==> src/rtl/zclk_ctrl_pkg.sv <==
// Shared encodings for the Z80 clock scheduler: turbo modes and FSM states.
package zclk_ctrl_pkg;

    localparam logic [1:0] TURBO_3M5 = 2'b00;
    localparam logic [1:0] TURBO_7M  = 2'b01;
    localparam logic [1:0] TURBO_14M = 2'b10;

    typedef enum logic [1:0] {
        T_IDLE   = 2'b00,
        T_PEND   = 2'b01,
        T_SETTLE = 2'b10
    } turbo_state_t;

    typedef enum logic [1:0] {
        S_RUN   = 2'b00,
        S_STOP  = 2'b01,
        S_REARM = 2'b10
    } stall_state_t;

    // Both 2'b10 and 2'b11 select 14 MHz, so only the upper bit matters.
    function automatic logic is_14m(input logic [1:0] mode);
        return mode[1];
    endfunction

endpackage

==> src/rtl/zclk_stall.sv <==
// Contended-access stall FSM: freezes the Z80 clock in 14 MHz mode, bounded
// to STALL_MAX cycles, then waits for the request to drop before re-arming.
module zclk_stall
    import zclk_ctrl_pkg::*;
#(
    parameter int STALL_MAX = 15
) (
    input  logic fclk,
    input  logic rst,
    input  logic stall_req,
    input  logic turbo_14m,
    output logic clk_stop,
    output logic stall_tmo
);

    // Counter holds full cycles already spent in STOP, so the last one is STALL_MAX-1.
    localparam logic [7:0] STALL_LAST = 8'(STALL_MAX - 1);

    stall_state_t state_r;
    logic [7:0]   cnt_r;
    logic         clk_stop_r;
    logic         stall_tmo_r;

    // Stall state machine with registered clk_stop / stall_tmo.
    always_ff @(posedge fclk or posedge rst) begin
        if (rst) begin
            state_r     <= S_RUN;
            cnt_r       <= 8'd0;
            clk_stop_r  <= 1'b0;
            stall_tmo_r <= 1'b0;
        end else begin
            stall_tmo_r <= 1'b0;
            case (state_r)
                S_RUN: begin
                    if (stall_req && turbo_14m) begin
                        state_r    <= S_STOP;
                        cnt_r      <= 8'd0;
                        clk_stop_r <= 1'b1;
                    end
                end
                S_STOP: begin
                    if (!stall_req || !turbo_14m) begin
                        state_r    <= S_RUN;
                        clk_stop_r <= 1'b0;
                    end else if (cnt_r == STALL_LAST) begin
                        state_r     <= S_REARM;
                        clk_stop_r  <= 1'b0;
                        stall_tmo_r <= 1'b1;
                    end else if (cnt_r != 8'hFF) begin
                        cnt_r <= cnt_r + 8'd1;
                    end
                end
                S_REARM: begin
                    if (!stall_req) begin
                        state_r <= S_RUN;
                    end
                end
                default: begin
                    state_r    <= S_RUN;
                    clk_stop_r <= 1'b0;
                end
            endcase
        end
    end

    assign clk_stop  = clk_stop_r;
    assign stall_tmo = stall_tmo_r;

endmodule

==> src/rtl/zclk_ctrl.sv <==
// Turbo-mode change scheduler for the Z80 clock generator: applies requested
// modes only on half-pre_cend boundaries, then settles; wraps the stall FSM.
module zclk_ctrl
    import zclk_ctrl_pkg::*;
#(
    parameter int SETTLE_PERIODS = 2,
    parameter int STALL_MAX      = 15
) (
    input  logic       fclk,
    input  logic       rst,
    input  logic       pre_cend,
    input  logic [1:0] turbo_req,
    input  logic       turbo_wr,
    input  logic       stall_req,
    output logic [1:0] turbo,
    output logic       clk_stop,
    output logic       chg_done,
    output logic       busy,
    output logic       stall_tmo
);

    localparam logic [7:0] SETTLE_LOAD = 8'(SETTLE_PERIODS);

    turbo_state_t state_r;
    logic         phase_r;
    logic [1:0]   turbo_r;
    logic [1:0]   pend_val_r;
    logic         held_r;
    logic [7:0]   settle_cnt_r;
    logic         chg_done_r;
    logic         busy_r;

    logic         boundary_s;
    logic [1:0]   pend_nxt_s;
    logic         held_nxt_s;
    logic         settle_exit_s;
    logic         take_held_s;
    logic         clk_stop_s;

    // Boundary decode and the held-write view used at the end of a settle window.
    always_comb begin
        boundary_s = pre_cend & phase_r;
        if (turbo_wr) begin
            pend_nxt_s = turbo_req;
            held_nxt_s = 1'b1;
        end else begin
            pend_nxt_s = pend_val_r;
            held_nxt_s = held_r;
        end
        settle_exit_s = (settle_cnt_r == 8'd0) || (boundary_s && (settle_cnt_r == 8'd1));
        take_held_s   = held_nxt_s && (pend_nxt_s != turbo_r);
    end

    // Phase tracker: toggles on every pre_cend.
    always_ff @(posedge fclk or posedge rst) begin
        if (rst) begin
            phase_r <= 1'b0;
        end else if (pre_cend) begin
            phase_r <= ~phase_r;
        end
    end

    // Turbo FSM with registered turbo, chg_done and busy.
    always_ff @(posedge fclk or posedge rst) begin
        if (rst) begin
            state_r      <= T_IDLE;
            turbo_r      <= TURBO_3M5;
            pend_val_r   <= TURBO_3M5;
            held_r       <= 1'b0;
            settle_cnt_r <= 8'd0;
            chg_done_r   <= 1'b0;
            busy_r       <= 1'b0;
        end else begin
            chg_done_r <= 1'b0;
            case (state_r)
                T_IDLE: begin
                    if (turbo_wr && (turbo_req != turbo_r)) begin
                        pend_val_r <= turbo_req;
                        held_r     <= 1'b0;
                        state_r    <= T_PEND;
                        busy_r     <= 1'b1;
                    end
                end
                T_PEND: begin
                    // A boundary under clk_stop is skipped; a write with the boundary becomes held.
                    if (boundary_s && !clk_stop_s) begin
                        turbo_r      <= pend_val_r;
                        chg_done_r   <= 1'b1;
                        settle_cnt_r <= SETTLE_LOAD;
                        pend_val_r   <= pend_nxt_s;
                        held_r       <= turbo_wr;
                        state_r      <= T_SETTLE;
                    end else if (turbo_wr) begin
                        if (turbo_req == turbo_r) begin
                            held_r  <= 1'b0;
                            state_r <= T_IDLE;
                            busy_r  <= 1'b0;
                        end else begin
                            pend_val_r <= turbo_req;
                            held_r     <= 1'b1;
                        end
                    end
                end
                T_SETTLE: begin
                    pend_val_r <= pend_nxt_s;
                    if (boundary_s && (settle_cnt_r != 8'd0)) begin
                        settle_cnt_r <= settle_cnt_r - 8'd1;
                    end
                    if (settle_exit_s) begin
                        held_r <= 1'b0;
                        if (take_held_s) begin
                            state_r <= T_PEND;
                            busy_r  <= 1'b1;
                        end else begin
                            state_r <= T_IDLE;
                            busy_r  <= 1'b0;
                        end
                    end else begin
                        held_r <= held_nxt_s;
                    end
                end
                default: begin
                    state_r <= T_IDLE;
                    held_r  <= 1'b0;
                    busy_r  <= 1'b0;
                end
            endcase
        end
    end

    zclk_stall #(
        .STALL_MAX (STALL_MAX)
    ) u_stall (
        .fclk      (fclk),
        .rst       (rst),
        .stall_req (stall_req),
        .turbo_14m (is_14m(turbo_r)),
        .clk_stop  (clk_stop_s),
        .stall_tmo (stall_tmo)
    );

    assign turbo    = turbo_r;
    assign clk_stop = clk_stop_s;
    assign chg_done = chg_done_r;
    assign busy     = busy_r;

endmodule

==> config.mk <==
export PLATFORM = sky130hd
export DESIGN_NAME = zclk_ctrl
export DESIGN_NICKNAME = d
export VERILOG_FILES = /design/src/rtl/zclk_ctrl_pkg.sv /design/src/rtl/zclk_stall.sv /design/src/rtl/zclk_ctrl.sv
export SDC_FILE = /design/constraint.sdc
export NUM_CORES = 1
export LEC_CHECK = 0
export ABC_AREA = 1
export BUFFER_PORTS_ARGS = -buffer_cell sky130_fd_sc_hd__buf_2
export CORE_MARGIN = 1
export CORE_UTILIZATION = 37
export CTS_BUF_LIST = sky130_fd_sc_hd__clkbuf_4 sky130_fd_sc_hd__clkbuf_8
export CTS_CLUSTER_SIZE = 25
export DETAILED_ROUTE_END_ITERATION = 10
export HOLD_SLACK_MARGIN = 0.03
export PLACE_DENSITY = 0.49
export SETUP_SLACK_MARGIN = 0.4
export SYNTH_ARGS = -nofsm -noshare
export SYNTH_HDL_FRONTEND = slang
export SYNTH_HIERARCHICAL = 1
export SYNTH_SLANG_ARGS = --single-unit
==> constraint.sdc <==
create_clock -name fclk -period 4.2 [get_ports fclk]
set_input_delay 0.42 -clock fclk [delete_from_list [all_inputs] [get_ports fclk]]
set_output_delay 0.42 -clock fclk [all_outputs]
set_load 0.02 [all_outputs]
==> flow_summary.toml <==
[critical_path]
crit_top_cell = "nand2_4"
crit_arrival_ns = 1.84
worstPathRequired_ns = 4.41
cp_slowest_stage_delay_ns = 0.41
crit_type = "flip-flop to flip-flop"
crit_path_max_fanout = 8
cp.buffers_inverters = 2
startpoint_type = "flip-flop"
crit_path_end_kind = "flip-flop"
path_cells = "inv_1 > ha_1 > inv_2 > nor2_4 > nand2_4 > nand2_4 > nand4_1 > nand2_1"
cp_slowest_cell = "dfrtp_1"
cpLargestDelayFamily = "simple AND/OR/NAND/NOR gates"

[timing]
finalSetupViolCount = 0
worstMarginPinSlew_ns = 0.735
max_slew_margin_pct = 50.9
finalCriticalPeriod_ns = 1.63
fin_tns_setup_ns = 0
rsz0062_at_grt = "no"
fmax_mhz = 615
worst_clock_skew_ns = 0.00416
finalCritPeriodShare_pct = 38.7
maxSlewViolCount = 0
hold_viol_final = 0

[cells_and_area]
drive_above_1_share_pct = 15.8
final_cell_mix = "nand2_1 (93), nor2_1 (32), inv_1 (30), dfrtp_1 (30), nand3_1 (29)"
fillers = 567
final_common_cell = "nand2_1"
layout.nets = 320
seqCellArea_um2 = 751
antenna_cells = 0
area_growth_pct = 10.3
multiInputGateArea_um2 = 1140
fin_util_pct = 43.2

[clocking]
htreeDepth = 2
cts.sinks = 30
cts_made_buffers = 5
ctsResizeCount = 0
clk_pin_slew_ns = 0.06
clock_path_buffers = 2
cts_hold_buf = 0
root_buffer = "clkbuf_8"
cts_tree = "built"
clk-insertion-delay-late_ns = 0.27
post_cts_buffers = 0

[synth]
netlist_area_um2 = 2040
syn-instance-count = 288
ys_warn_count = 6
yosysSeqAreaShare_pct = 36.8
synth_edf_count = 0
async_flop_share_pct = 100
synthDistinctLibCells = 23
synth_area_per_cell_um2 = 7.08
ys_ff_latch = 30
synth_nets = 304
yosys_most_used_dff = "dfrtp_1"

[place]
portBuffers = 12
place_hpwl_mm = 3.30
gp_congestion = 0.791

[global_route]
grt_pass1_wl_mm = 7.49
gr-total-overflow = 0
grt_max_degree = 19
grt_pass1_vias = 1623
met1_usage_pct = 23.2
met2_usage_pct = 24.0
busiest_layer = "met2"
gr-usage-met3_pct = 2.87
antenna_found_initial = 0
grt_use_total_pct = 16.0

[power_and_ir_drop]
leakage_uw = 0.00116
ir_drop_mv = 0.237
power_density_nw_per_um2 = 609

[drt]
vias = 1745
viasPerCell = 4.67
drt_iter0_drc = 113
wirelength_mm = 4.23
drc = 0
antenna_left = 0
drt-wirelength-per-cell_um = 11.3
firstDrtPassIters = 5

[die]
fp.dieH_um = 76.2
initial_core_util_pct = 39.2
core_um2 = 5200
fp-row-count = 26
dieArea_um2 = 5810
ioPinCount = 13
die_w_um = 76.2

[run]
drv_cap = 0

[min_path]
hold_class = "input port to async pin"

[outcome]
status = "finished, final reports clean"
## worst register-to-register path, delay by kind of cell (launching register included)
family / cells / cell delay [ns]
flip-flops: 1 / 0.41
buffers and inverters: 2 / 0.23
AND/OR/NAND/NOR: 5 / 0.60
adder cells (fa/ha/maj): 1 / 0.33
## cell type report
| cell class | instances | share of cell area [%] |
|---|---|---|
| Sequential cell | 30 | 33.4 |
| Tap cell | 70 | 3.90 |
| Multi-Input combinational cell | 221 | 50.6 |
| Clock buffer | 7 | 3.73 |
| Inverter | 34 | 5.68 |
| Timing Repair Buffer | 12 | 2.67 |
## metrics by stage
| stage | area (um^2) | cells | setup WS [ns] | hold WS [ns] | power [uW] |
|---|---|---|---|---|---|
| floorplan | 2040 | 288 | 2.80 | 0.285 | 1010 |
| global placement | 2160 | 367 | 2.58 | 0.457 | 1160 |
| detailed placement | 2160 | 367 | 2.61 | 0.461 | 1160 |
| CTS | 2250 | 374 | 2.58 | 0.199 | 1390 |
| global route | 2250 | 374 | 2.48 | 0.242 | 1510 |
| finish | 2250 | 374 | 2.57 | 0.180 | 1370 |
## final timing paths
check / slack [ns] / end / startpoint / cells past startpoint
max in group asynchronous: 3.45 / pend_val_r[0] / rst / 2
hold / removal: 0.18 / u_stall/cnt_r[7] / rst / 2
setup / recovery: 2.57 / settle_cnt_r[4] / state_r[0] / 8
hold reg to reg: 0.47 / pend_val_r[0] / pend_val_r[0] / 2
setup reg to reg: 2.57 / settle_cnt_r[4] / state_r[0] / 8
min in group fclk: 0.42 / u_stall/state_r[1] / stall_req / 3
## cell families (layout without fill, tap and decap cells)
group	after synthesis	in the layout	synth area share, %
AO/OA/AOI/OAI	22	22	5.77
XOR/XNOR	2	2	0.860
adder cells (fa/ha/maj)	9	9	5.52
buffers and inverters	37	53	7.30
flip-flops	30	30	36.8
AND/OR/NAND/NOR	188	188	43.7
## layer usage
| layer | wire, um | vias to the layer above | part of all wire (%) |
|---|---|---|---|
| li1 | - | 941 | - |
| met1 | 2230 | 782 | 53 |
| met2 | 1890 | 17 | 45 |
| met3 | 90 | 5 | 2.1 |
| met4 | 24 | 0 | 0.57 |
| met5 | 0 | - | 0 |
## synth_stat cells (2+ instances only)
cell / instances / area, um^2
o21ai_1: 6 / 30.0
nor2_4: 7 / 78.8
a21oi_1: 3 / 15.0
nand2_2: 12 / 75.1
nand3_1: 29 / 145
inv_2: 4 / 15.0
nand2_4: 3 / 33.8
nand4_1: 6 / 37.5
dfrtp_1: 30 / 751
nor3b_1: 2 / 15.0
o21ai_0: 9 / 45.0
xor2_1: 2 / 17.5
a31oi_1: 2 / 12.5
ha_1: 9 / 113
nand2_1: 93 / 349
inv_1: 30 / 113
o211ai_1: 2 / 15.0
buf_2: 2 / 10.0
nor2_1: 32 / 120
nor2_2: 2 / 12.5
## power by group
| group | internal (uW) | switching (uW) | leakage (uW) |
|---|---|---|---|
| Combinational | 239 | 461 | 0.000715 |
| Sequential | 370 | 76.8 | 0.000401 |
| Clock | 127 | 96.2 | 0.0000452 |
| Total | 736 | 634 | 0.00116 |
## sequential cells by signal, indices dropped and copies added, names as in the netlist
signal             cells
u_stall/clk_stop       1
chg_done               1
u_stall/state_r        2
turbo                  2
pend_val_r             2
held_r                 1
u_stall/stall_tmo      1
state_r                2
busy                   1
u_stall/cnt_r          8
settle_cnt_r           8
phase_r                1
Note: power is estimated with default switching activity, not from simulation.
